File: src/rtl/alu_issue_stage.sv
// alu_issue_stage: execute-stage issue register in front of the 32-bit ALU.
// Decodes opcode/funct fields into a 3-bit ALU control code and an operand-B
// select, then holds the result in a two-entry skid buffer (main M, skid S).
//
// Handshake (both sides): a transfer happens on a rising clk edge where
// valid && ready are both high. A producer holds its payload stable while
// valid && !ready. in_ready comes straight from the state register, so
// out_ready never reaches in_ready combinationally.
module alu_issue_stage #(
  parameter int WIDTH = 32,
  parameter int RDW   = 5
) (
  input  logic             clk,
  input  logic             rst,
  input  logic             flush,
  input  logic             in_valid,
  output logic             in_ready,
  input  logic [6:0]       opcode,
  input  logic [2:0]       funct3,
  input  logic             funct7b5,
  input  logic [WIDTH-1:0] rs1_data,
  input  logic [WIDTH-1:0] rs2_data,
  input  logic [WIDTH-1:0] imm,
  input  logic [RDW-1:0]   rd_in,
  output logic             out_valid,
  input  logic             out_ready,
  output logic [WIDTH-1:0] alu_a,
  output logic [WIDTH-1:0] alu_b,
  output logic [2:0]       alu_cntrl,
  output logic [RDW-1:0]   rd_out,
  output logic             illegal,
  output logic [1:0]       state_dbg
);

  localparam logic [6:0] OP_LOAD   = 7'b0000011;
  localparam logic [6:0] OP_STORE  = 7'b0100011;
  localparam logic [6:0] OP_BRANCH = 7'b1100011;
  localparam logic [6:0] OP_RTYPE  = 7'b0110011;
  localparam logic [6:0] OP_ITYPE  = 7'b0010011;

  localparam logic [2:0] C_ADD = 3'b000;
  localparam logic [2:0] C_SUB = 3'b001;
  localparam logic [2:0] C_AND = 3'b010;
  localparam logic [2:0] C_OR  = 3'b011;
  localparam logic [2:0] C_SLT = 3'b101;

  // Entry layout: {illegal, alu_cntrl, rd, alu_b, alu_a}
  localparam int EW = 2*WIDTH + RDW + 4;

  typedef enum logic [1:0] {
    EMPTY = 2'd0,
    ONE   = 2'd1,
    FULL  = 2'd2
  } state_t;

  state_t          state_q, state_d;
  logic [EW-1:0]   m_q, s_q;
  logic [EW-1:0]   in_entry;
  logic [2:0]      dec_ctrl;
  logic            dec_use_imm;
  logic            dec_ill;
  logic            accept;
  logic            load_m_in, load_m_s, load_s;

  // Decode the incoming instruction fields into control, operand select and
  // the illegal flag. Unsupported encodings still flow as add with rs2.
  always_comb begin
    dec_ctrl    = C_ADD;
    dec_use_imm = 1'b0;
    dec_ill     = 1'b0;
    case (opcode)
      OP_LOAD, OP_STORE: dec_use_imm = 1'b1;
      OP_BRANCH:         dec_ctrl    = C_SUB;
      OP_RTYPE, OP_ITYPE: begin
        dec_use_imm = (opcode == OP_ITYPE);
        case (funct3)
          3'b000:  dec_ctrl = (opcode == OP_RTYPE && funct7b5) ? C_SUB : C_ADD;
          3'b010:  dec_ctrl = C_SLT;
          3'b110:  dec_ctrl = C_OR;
          3'b111:  dec_ctrl = C_AND;
          default: begin
            dec_ill     = 1'b1;
            dec_use_imm = 1'b0;
          end
        endcase
      end
      default: dec_ill = 1'b1;
    endcase
  end

  assign in_entry = {dec_ill, dec_ctrl, rd_in,
                     (dec_use_imm ? imm : rs2_data), rs1_data};

  assign in_ready  = (state_q != FULL);
  assign out_valid = (state_q != EMPTY);
  assign accept    = in_valid && in_ready;
  assign state_dbg = state_q;

  assign alu_a     = m_q[WIDTH-1:0];
  assign alu_b     = m_q[2*WIDTH-1:WIDTH];
  assign rd_out    = m_q[2*WIDTH+RDW-1:2*WIDTH];
  assign alu_cntrl = m_q[2*WIDTH+RDW+2:2*WIDTH+RDW];
  assign illegal   = m_q[EW-1];

  // Next state and buffer load enables; flush wins over accept and drain.
  always_comb begin
    state_d   = state_q;
    load_m_in = 1'b0;
    load_m_s  = 1'b0;
    load_s    = 1'b0;
    case (state_q)
      EMPTY: begin
        if (accept) begin
          state_d   = ONE;
          load_m_in = 1'b1;
        end
      end
      ONE: begin
        if (accept && out_ready) begin
          load_m_in = 1'b1;
        end else if (accept) begin
          state_d = FULL;
          load_s  = 1'b1;
        end else if (out_ready) begin
          state_d = EMPTY;
        end
      end
      FULL: begin
        if (out_ready) begin
          state_d  = ONE;
          load_m_s = 1'b1;
        end
      end
      default: state_d = EMPTY;
    endcase
    if (flush) begin
      state_d   = EMPTY;
      load_m_in = 1'b0;
      load_m_s  = 1'b0;
      load_s    = 1'b0;
    end
  end

  // State register.
  always_ff @(posedge clk or posedge rst) begin
    if (rst) state_q <= EMPTY;
    else     state_q <= state_d;
  end

  // Main and skid entry registers; S moves into M when M drains.
  always_ff @(posedge clk or posedge rst) begin
    if (rst) begin
      m_q <= '0;
      s_q <= '0;
    end else begin
      if (load_m_in)     m_q <= in_entry;
      else if (load_m_s) m_q <= s_q;
      if (load_s)        s_q <= in_entry;
    end
  end

endmodule

File: config.mk
export PLATFORM = sky130hd
export DESIGN_NAME = alu_issue_stage
export DESIGN_NICKNAME = d
export VERILOG_FILES = /design/src/rtl/alu_issue_stage.sv
export SDC_FILE = /design/constraint.sdc
export NUM_CORES = 1
export LEC_CHECK = 0
export CAP_MARGIN = 5
export CORE_UTILIZATION = 40
export CTS_BUF_LIST = sky130_fd_sc_hd__clkbuf_8
export DETAILED_ROUTE_END_ITERATION = 16
export PLACE_DENSITY = 0.73
export SKIP_LAST_GASP = 1
export SLEW_MARGIN = 25
export SYNTH_ARGS = -nofsm -noshare
export SYNTH_HDL_FRONTEND = slang
export SYNTH_SLANG_ARGS = --single-unit
File: constraint.sdc
create_clock -name clk -period 4.95 [get_ports clk]
set_clock_uncertainty 0.05 [all_clocks]
set_input_delay 0.7425 -clock clk [delete_from_list [all_inputs] [get_ports clk]]
set_output_delay 0.7425 -clock clk [all_outputs]
set_load 0.05 [all_outputs]
==> results of run 1 <==
==> logic make-up after synthesis <==
family / count (synthesis) / share of synthesized area
buffers and inverters: 43 / 0.0295
flip-flops: 148 / 0.601
multiplexers: 71 / 0.123
AO/OA/AOI/OAI: 151 / 0.153
AND/OR/NAND/NOR: 136 / 0.0929
==> flip-flops by register name, indices dropped and copies added, names as in the netlist <==
signal     flops
m_q           73
s_q           73
state_dbg      2
==> power by group through the flow <==
stage	clock, mW	combinational [mW]	sequential, mW
floorplan	0	0.278	1.95
global placement	0	0.987	1.61
detailed placement	0	1.02	1.63
CTS	0.869	1.02	1.61
global route	0.922	1.08	1.64
finish	0.842	1.01	1.61
==> cell usage in the layout, fill, tap and decap left out, drive strengths merged <==
cell | synthesis | final
clkdlybuf4s50 | 0 | 193
dfrtp | 148 | 148
nand2 | 113 | 113
a22oi | 48 | 48
o21ai | 44 | 44
mux2 | 39 | 39
mux2i | 32 | 32
a21oi | 26 | 26
clkbuf | 22 | 22
o22ai | 21 | 21
inv | 5 | 9
buf | 16 | 7
clkinv | 0 | 6
nor3 | 5 | 5
nor2 | 4 | 4
nand2b | 2 | 2
or2 | 2 | 2
a31oi | 2 | 2
o21a | 2 | 2
o31ai | 2 | 2
nor2b | 2 | 2
a221o | 2 | 2
or3 | 2 | 2
o211ai | 1 | 1
nor4 | 1 | 1
and3 | 1 | 1
nand4 | 1 | 1
and2b | 1 | 1
nor3b | 1 | 1
nand3b | 1 | 1
a22o | 1 | 1
a21o | 1 | 1
o22a | 1 | 1
==> final cells by class <==
type | count | area, um^2
multi-input cells | 358 | 2300
flip-flops and latches | 148 | 3700
fillers | 1235 | 6140
repair buffers | 200 | 2000
clock inverters | 10 | 57.6
inverters | 5 | 26.3
well taps | 184 | 230
clock buffers | 22 | 303
==> how the worst min path moves through the flow <==
stage / end / slack (ns) / cells past startpoint
after floorplan: s_q[70]$_DFFE_PP0P_ / 0.40 / 2
after global placement: s_q[70]$_DFFE_PP0P_ / 0.41 / 2
after detailed placement: m_q[25]$_DFFE_PP0P_ / 0.42 / 2
after CTS: s_q[70]$_DFFE_PP0P_ / 0.44 / 2
after global routing: s_q[63]$_DFFE_PP0P_ / 0.46 / 2
final: m_q[20]$_DFFE_PP0P_ / 0.43 / 2
==> through the flow <==
stage                     utilization  power [mW]  setup slack, ns  cells
after global placement          0.558        2.60             1.79    894
after global routing            0.584        3.64             1.93    927
after CTS                       0.584        3.50             2.11    927
after detailed placement        0.560        2.65             1.68    895
after floorplan                     -        2.23            0.178    549
final                           0.584        3.46             2.12    927
==> metal layers <==
metal	GRT usage	vias to the layer above	wire length, um
met4	0.0652	0	171
met5	0	-	0
met1	0.254	2429	6720
met2	0.329	189	7490
li1	-	2314	-
met3	0.0688	12	1240
==> critical path: stages, from the launching register on <==
cell and delay [ns]:
dfrtp_1 0.44, and2b_1 0.25, inv_2 0.10, clkdlybuf4s50_1 0.81
==> flow_summary.yaml, run 1 <==
timing:
  fmax_ghz: 0.353
  hold-worst-slack_ns: 0.430
  hold_violations: 0
  min_period_over_period: 0.572
  maxSlewHeadroom: 0.450
  period_needed_ns: 2.83
  setup_viol: 0
  finalMaxSlewViolations: 0
  tightest_slew_ns: 0.825
  rsz0062_at_grt: "no"
  finalSetupTns_ns: 0
logic_synthesis:
  yosysMostFrequentCell: "dfrtp_1"
  synthArstFlopShare: 1.00
  synth_largest_area_cell: "dfrtp_1"
  synth_ff_type: "dfrtp_1"
  yosys-top-cells-count: "dfrtp_1, nand2_1, a22oi_1, o21ai_0, mux2_2"
  syn_inst: 549
  synth_area_leaders: "dfrtp_1, nand2_1, mux2_2"
  ys_types: 34
  avgSynthCellArea_um2: 11.2
  synth_edf_count: 0
  ys_warn_count: 0
  synth.ff_latch_count: 148
  synth_seq_area_share: 0.601
  yosysTopAreaCellShare: 0.601
  synth.cell_area_um2: 6160
  syn_nets: 666
worst_setup_path:
  crit_type: "register to primary output"
  regToRegSetupSlack_ns: 2.53
  r2r-end: "m_q[36]$_DFFE_PP0P_"
  r2r_cells: 5
  end_kind: "primary output"
  crit_required_ns: 4.16
  cp_max_fo: 7
  r2r_start: "state_dbg[0]$_DFFE_PP0P_"
  crit_start: "state_dbg[0]$_DFFE_PP0P_"
  start_kind: "register"
  crit_arrival_ns: 2.04
  endpoint: "in_ready"
floorplan:
  fp.coreArea_um2: 14800
  io-pin-count: 194
  die_x_um: 126
  num_rows: 44
  start_util: 0.417
  die_y_um: 126
  fp.dieArea_um2: 15900
run:
  cap_viol_max_count: 0
pwr:
  clkPwrFrac: 0.243
  power_density_nw_per_um2: 402
  net-switching-power_mw: 1.19
  p_comb_frac: 0.292
  swShare: 0.343
  p_seq_frac: 0.465
  ir_drop_uv: 223
  power.leakage_nw: 3.99
  intPower_mw: 2.27
clocking:
  cts_sinks: 148
  root_buffer: "clkbuf_8"
  cts_resized: 0
  post_cts_buffers: 0
  cts_buffers: 17
  cts_tree: "done"
  htreeDepth: 4
  clock_latency_ns: 0.44
  cts_max_path_buffers: 2
  hold_buffers: 0
  cts.clk_slew.worst_paths_ns: 0.07
placement:
  place_congestion: 0.801
  dpl.hpwl_um: 10600
  post_dp_cell_area_um2: 8260
  io_buffers: 193
global_route:
  grt_max_degree: 123
  grt_pass1_vias: 5014
  antenna_found_initial: 0
  grt_pass1_wl_um: 25100
  grtUsageTotal: 0.202
  grt_remaining_overflow: 0
layout:
  syn_to_final_growth_pct: 39.9
  drive_gt1_frac: 0.105
  layout.nets: 847
  design_area_um2: 8620
  antenna_cells: 0
hold_path:
  min_from: "m_q[20]$_DFFE_PP0P_"
  hp-class: "register to register"
detailed_routing:
  drc: 0
  drtIter0Drc: 206
  vias: 4944
  routed_wl_um: 15600
  ant_nets: 0
  wl_per_cell_um: 16.9
  drt_pass1_iterations: 5
  via_per_inst: 5.33
run_status:
  status: "completed"
(Power assumes the default switching activity.)
==> run 2: changes to the inputs <==
==> constraint.sdc (replaced) <==
create_clock -name clk -period 2.6 [get_ports clk]
set_clock_uncertainty 0.05 [all_clocks]
set_input_delay 0.39 -clock clk [delete_from_list [all_inputs] [get_ports clk]]
set_output_delay 0.39 -clock clk [all_outputs]
set_load 0.05 [all_outputs]
==> flow_summary.yaml, run 2 (same netlist as run 1, synthesis figures left out) <==
run_status:
  status: "completed"
floorplan:
  die_y_um: 126
  start_util: 0.417
  io-pin-count: 194
  fp.coreArea_um2: 14800
  num_rows: 44
  fp.dieArea_um2: 15900
  die_x_um: 126
pwr:
  power.leakage_nw: 4.05
  power_density_nw_per_um2: 777
  ir_drop_uv: 436
layout:
  final_cell_mix: "clkdlybuf4s50_1, dfrtp_1, nand2_1, a22oi_1, o21ai_0"
  syn_to_final_growth_pct: 42.6
  final_common_cell: "clkdlybuf4s50_1"
  antenna_cells: 0
  layout.nets: 854
  drive_gt1_frac: 0.113
detailed_routing:
  via_per_inst: 5.30
  vias: 4941
  routed_wl_um: 16200
  drt_pass1_iterations: 5
  ant_nets: 0
  drc: 0
  drtIter0Drc: 329
  wl_per_cell_um: 17.4
clocking:
  cts_tree: "done"
  cts.clk_slew.worst_paths_ns: 0.08
  root_buffer: "clkbuf_8"
  clock_latency_ns: 0.44
  hold_buffers: 0
  cts_buffers: 17
  htreeDepth: 4
  cts_max_path_buffers: 2
  cts_sinks: 148
  post_cts_buffers: 0
  cts_resized: 0
timing:
  tightest_slew_ns: 0.638
  fmax_ghz: 0.405
  finalSetupTns_ns: 0
  period_needed_ns: 2.47
  maxSlewHeadroom: 0.575
  rsz0062_at_grt: "no"
  setup_viol: 0
  setup_ws_ns: 0.130
  hold_violations: 0
  finalMaxSlewViolations: 0
  min_period_over_period: 0.950
run:
  cap_viol_max_count: 0
placement:
  io_buffers: 193
  place_congestion: 0.790
  dpl.hpwl_um: 10900
  pre_cts_slack_ns: 0.248
global_route:
  grt_remaining_overflow: 0
  grt_max_degree: 97
  grt_pass1_wl_um: 26000
  grt_pass1_vias: 5161
  grtUsageTotal: 0.211
  antenna_found_initial: 0
worst_setup_path:
  r2r-end: "m_q[69]$_DFFE_PP0P_"
  crit_required_ns: 2.16
  start_kind: "register"
  crit_arrival_ns: 2.03
  cp_max_fo: 7
  crit_type: "register to primary output"
  r2r_cells: 7
  regToRegSetupSlack_ns: 0.70
  end_kind: "primary output"
  r2r_start: "state_dbg[0]$_DFFE_PP0P_"
hold_path:
  hp-class: "input pin to asynchronous set/reset pin"
## run 2: how the worst max path moves through the flow
stage	endpoint	from	depth (start not counted)
floorplan	m_q[0]$_DFFE_PP0P_	rst	1
CTS	in_ready	state_dbg[0]$_DFFE_PP0P_	3
global placement	s_q[68]$_DFFE_PP0P_	out_ready	5
detailed placement	s_q[72]$_DFFE_PP0P_	out_ready	5
finish	in_ready	state_dbg[0]$_DFFE_PP0P_	3
global route	in_ready	state_dbg[0]$_DFFE_PP0P_	3
## run 2: routing by layer
metal | track usage | share of wire | up-vias
met2 | 0.347 | 0.47 | 183
met1 | 0.262 | 0.44 | 2409
met4 | 0.0709 | 0.016 | 0
met3 | 0.0675 | 0.073 | 20
li1 | - | - | 2329
met5 | 0 | 0 | -
## run 2: cell type report
cell class	count	area [um^2]
Clock buffer	20	275
Clock inverter	11	135
Fill cell	1191	5970
Inverter	5	22.5
Multi-Input combinational cell	358	2300
Sequential cell	148	3700
Tap cell	184	230
Timing Repair Buffer	207	2110
## run 2: metrics by stage
stage | std cells | instance area (um^2) | hold slack [ns] | power, mW | util
CTS | 933 | 8780 | 0.413 | 6.90 | 0.595
detailed placement | 902 | 8370 | 0.412 | 5.05 | 0.567
global route | 933 | 8780 | 0.431 | 7.17 | 0.595
finish | 933 | 8780 | 0.413 | 6.82 | 0.595
global placement | 902 | 8370 | 0.412 | 4.97 | 0.567
floorplan | 549 | 6160 | 0.399 | 4.25 | -
## run 2: power by group
part | internal, mW | switching, mW
Combinational | 0.776 | 1.16
Sequential | 2.79 | 0.275
Clock | 1.01 | 0.813
## run 2: critical path, cell delays in order, from the launching register on
cell	delay, ns
dfrtp_1	0.46
and2b_1	0.25
inv_2	0.09
clkdlybuf4s50_1	0.80
==> run 3: changes to the inputs <==
--- a/config.mk
+++ b/config.mk
@@ -6,6 +6,7 @@
 export NUM_CORES = 1
 export LEC_CHECK = 0
 export CAP_MARGIN = 5
+export CORE_MARGIN = 5
 export CORE_UTILIZATION = 40
 export CTS_BUF_LIST = sky130_fd_sc_hd__clkbuf_8
 export DETAILED_ROUTE_END_ITERATION = 16
==> flow_summary.yaml, run 3 (same netlist as run 1, synthesis figures left out) <==
layout:
  final_cells: 937
  drive_gt1_frac: 0.112
  final_cell_mix: "clkdlybuf4s50_1, dfrtp_1, nand2_1, a22oi_1, o21ai_0"
  fillCellCount: 1238
  syn_to_final_growth_pct: 42.1
  antenna_cells: 0
  postLayoutCoreUtil: 0.578
  final_common_cell: "clkdlybuf4s50_1"
  layout.nets: 854
clocking:
  cts_resized: 0
  htreeDepth: 4
  hold_buffers: 0
  cts_tree: "done"
  cts_sinks: 148
  post_cts_buffers: 0
  root_buffer: "clkbuf_8"
  cts_buffers: 17
  clock_latency_ns: 0.43
  cts.clk_slew.worst_paths_ns: 0.08
  cts_max_path_buffers: 2
pwr:
  power.leakage_nw: 4.04
  net-switching-power_mw: 2.26
  power_density_nw_per_um2: 778
  p_total_mw: 6.81
  ir_drop_uv: 411
  p_comb_frac: 0.284
  intPower_mw: 4.54
  swShare: 0.333
  p_seq_frac: 0.451
  clkPwrFrac: 0.264
floorplan:
  io-pin-count: 194
  die_y_um: 134
  num_rows: 45
  die_x_um: 134
  start_util: 0.407
  fp.dieArea_um2: 18000
  fp.coreArea_um2: 15100
placement:
  io_buffers: 193
  dpl.hpwl_um: 11600
  pre_cts_slack_ns: 0.138
  place_inst: 906
  place_congestion: 0.861
worst_setup_path:
  regToRegSetupSlack_ns: 0.49
  end_kind: "primary output"
  cp_max_fo: 7
  slowest_stage: "clkdlybuf4s50_1"
  crit_type: "register to primary output"
  start_kind: "register"
  endpoint: "in_ready"
  crit_arrival_ns: 2.03
  crit_start: "state_dbg[0]$_DFFE_PP0P_"
  crit_chain: "and2b_1 -> inv_2 -> clkdlybuf4s50_1"
  r2r-end: "m_q[38]$_DFFE_PP0P_"
  cp_slowest_stage_delay_ns: 0.81
  r2r_cells: 6
  crit_required_ns: 2.16
  r2r_start: "state_dbg[0]$_DFFE_PP0P_"
timing:
  rsz0062_at_grt: "no"
  period_needed_ns: 2.47
  hold_violations: 0
  tightest_slew_ns: 0.725
  fmax_ghz: 0.405
  min_period_over_period: 0.950
  setup_viol: 0
  maxSlewHeadroom: 0.517
  setup_ws_ns: 0.130
  finalSetupTns_ns: 0
  finalMaxSlewViolations: 0
detailed_routing:
  ant_nets: 0
  drt_pass1_iterations: 5
  routed_wl_um: 16500
  vias: 5043
  via_per_inst: 5.38
  drc: 0
  wl_per_cell_um: 17.7
  drtIter0Drc: 307
run:
  cap_viol_max_count: 0
global_route:
  grt_max_degree: 60
  antenna_found_initial: 0
  grt_pass1_vias: 5404
  grt_pass1_wl_um: 26700
  grt_remaining_overflow: 0
  grtUsageTotal: 0.185
hold_path:
  hp-class: "input pin to asynchronous set/reset pin"
run_status:
  status: "completed"
## run 3: metal layers
metal | share of wire | GRT usage | up-vias
met5 | 0 | 0 | -
met4 | 0.013 | 0.0679 | 0
met3 | 0.083 | 0.0645 | 22
met2 | 0.49 | 0.312 | 186
met1 | 0.41 | 0.221 | 2503
li1 | - | - | 2332
## run 3: critical path, delay by kind of cell (launching register included)
kind,cells,cell delay [ns]
buffers and inverters,2,0.90
AND/OR/NAND/NOR,1,0.25
flip-flops,1,0.45
## run 3: how the worst min path moves through the flow
stage | endpoint | slack (ns) | cells after the start
2_1_floorplan | s_q[70]$_DFFE_PP0P_ | 0.40 | 2
3_3_place_gp | s_q[70]$_DFFE_PP0P_ | 0.41 | 2
3_5_place_dp | m_q[24]$_DFFE_PP0P_ | 0.42 | 2
4_1_cts | m_q[26]$_DFFE_PP0P_ | 0.30 | 2
5_1_grt | s_q[18]$_DFFE_PP0P_ | 0.33 | 2
6_report | m_q[26]$_DFFE_PP0P_ | 0.32 | 2
## run 3: stage by stage
step	area, um^2	hold WS, ns
final	8750	0.320
after global routing	8750	0.333
after CTS	8750	0.297
after detailed placement	8350	0.416
after global placement	8350	0.410
after floorplan	6160	0.399
## run 3: power by group through the flow
stage | clock network (mW) | registers [mW] | logic (mW)
6_report | 1.80 | 3.07 | 1.94
5_1_grt | 1.95 | 3.13 | 2.07
4_1_cts | 1.85 | 3.07 | 1.96
3_5_place_dp | 0 | 3.11 | 1.96
3_3_place_gp | 0 | 3.07 | 1.90
2_1_floorplan | 0 | 3.71 | 0.531
## run 3: layout make-up
cell class	count	area, um^2	share of cell area
Clock buffer	19	262	0.0299
Tap cell	188	235	0.0269
Clock inverter	12	140	0.0160
Multi-Input combinational cell	358	2300	0.263
Inverter	5	22.5	0.00257
Sequential cell	148	3700	0.423
Timing Repair Buffer	207	2090	0.238
==> RTL edit: new RTL, config.mk and constraints of run 1 <==
Make the reset (`rst`) synchronous in 2 clocked blocks.
--- a/src/rtl/alu_issue_stage.sv
+++ b/src/rtl/alu_issue_stage.sv
@@ -142,13 +142,13 @@
   end
 
   // State register.
-  always_ff @(posedge clk or posedge rst) begin
+  always_ff @(posedge clk) begin
     if (rst) state_q <= EMPTY;
     else     state_q <= state_d;
   end
 
   // Main and skid entry registers; S moves into M when M drains.
-  always_ff @(posedge clk or posedge rst) begin
+  always_ff @(posedge clk) begin
     if (rst) begin
       m_q <= '0;
       s_q <= '0;
Check against the original RTL: differs if rst is asserted again (counterexample within 4 cycles, from zero or initial values and one cycle with rst high); with rst held inactive, the same outputs for 4 cycles.
==> RTL edit against run 1 <==
Critical path depth down 1; worst setup slack better by 0.047 ns; synthesized cell count is 32% higher; final area decreased by 0.22%; wire length grew 11%; core utilization decreased by 1.6 points; non-clock buffer count rose by 6; sequential cell count unchanged; area after synthesis up 0.63%.
Power is not compared: it rests on default switching activity, and its combinational part moved more than twofold at a synthesized area within 25%.
==> RTL edit: results (changes against run 1) <==
rr_worst_depth: 5  # unchanged
maxCapViolCount: 0  # unchanged
wl_met1_um: 7647  # was 6716 um
wl_per_cell_um: 16.01  # was 16.85 um
whs_path_depth: 2  # unchanged
place_hpwl_um: 10920  # was 10600 um
maxSlewHeadroom: 0.3670  # was 0.4503
dp_slack_ns: 1.375  # was 1.685 ns
clockBufferDepth: 2  # unchanged
gp_routability_congestion: 0.7548  # was 0.8009
globalRouteMet2Util: 0.3458  # was 0.3286
path_clk_slew_ns: 0.08
synth_mux_area_frac: 0.001615  # was 0.1233
fill_cells: 1378  # was 1235
synth_common_cells: "148 x dfxtp_1, 121 x nand2_1, 81 x a21oi_1, 64 x a311oi_1, 40 x a22oi_1"  # was 148 x dfrtp_1, 113 x nand2_1, 48 x a22oi_1, 44 x o21ai_0, 33 x mux2_2
async_reset_ff_frac: 0  # was 1.000
switchingPower_uw: 764.2
antenna_cells: 0  # unchanged
critPathMaxFanout: 10  # was 7
synth_cell_type_count: 40  # was 34
leakagePower_uw: 0.002819
grt_start_max_net_pins: 68  # was 123
postCtsSetupBuffers: 0  # unchanged
grt_pass1_vias: 5546  # was 5014
synth_compound_area_frac: 0.2800  # was 0.1530
fin_nets: 997  # was 847
outcome: "finished, final reports clean"  # unchanged
antenna_found_initial: 0  # unchanged
highest_layer: "met4"  # unchanged
grt_pass1_wl_um: 27690  # was 25080 um
use_met1: 0.2790  # was 0.2541
final_layout_size_suffix_gt1_frac: 0.06271  # was 0.1050
seq_area_frac_synth: 0.4781  # was 0.6014
drt_iter0_markers: 409  # was 206
synth_nets: 842  # was 666
ys_top_cells_by_area: "dfxtp_1 48%, a311oi_1 9.0%, nand2_1 7.3%"  # was dfrtp_1 60%, nand2_1 6.9%, mux2_2 6.0%
cts-root-buf: "clkbuf_8"  # unchanged
grt_use_met3: 0.04935  # was 0.06882
dr_total_vias: 5986  # was 4944
met2_length_um: 8152  # was 7491 um
met3_length_um: 977  # was 1244 um
htreeDepth: 4  # unchanged
gr-usage-all-layers: 0.2180  # was 0.2023
RTL edit: logic make-up (layout without fill, tap and decap cells):
logic type | after synthesis | count (layout)
buffers and inverters | 70 | 238
muxes | 1 | 1
DFF | 148 | 148
and+or+nand+nor | 246 | 246
AOI/OAI and AO/OA | 260 | 260
RTL edit: critical path, stage by stage (launching register included):
cell	delay, ns
dfxtp_1	0.53
or2_2	0.17
clkdlybuf4s50_1	0.83
RTL edit: final cells by class:
| class | instances | area [um^2] | share of cell area |
|---|---|---|---|
| Sequential cell | 148 | 2963 | 0.3445 |
| Clock inverter | 14 | 156.4 | 0.01819 |
| Timing Repair Buffer | 206 | 2047 | 0.2380 |
| Multi-Input combinational cell | 507 | 2950 | 0.3431 |
| Clock buffer | 18 | 247.7 | 0.02881 |
| Tap cell | 188 | 235.2 | 0.02735 |
RTL edit: final timing paths:
kind                                to  slack (ns)                      start
setup reg to reg  m_q[56]$_SDFFE_PP0P_        2.83  state_dbg[1]$_SDFFE_PP0P_
setup / recovery             out_valid        2.17  state_dbg[1]$_SDFFE_PP0P_
hold / removal     m_q[9]$_SDFFE_PP0P_        0.40        m_q[9]$_SDFFE_PP0P_
hold reg to reg    m_q[9]$_SDFFE_PP0P_        0.40        m_q[9]$_SDFFE_PP0P_
RTL edit: power by group through the flow:
stage | clock (uW) | combinational (uW) | sequential [uW]
6_report | 942 | 464 | 1250
4_1_cts | 964 | 465 | 1250
2_1_floorplan | 0 | 143 | 1390
5_1_grt | 1020 | 493 | 1260
3_5_place_dp | 0 | 464 | 1280
3_3_place_gp | 0 | 458 | 1280
RTL edit: through the flow:
step           std cells  area (um^2)
4_1_cts             1081         8588
3_5_place_dp        1049         8184
5_1_grt             1081         8600
2_1_floorplan        725         6197
6_report            1081         8600
3_3_place_gp        1048         8157
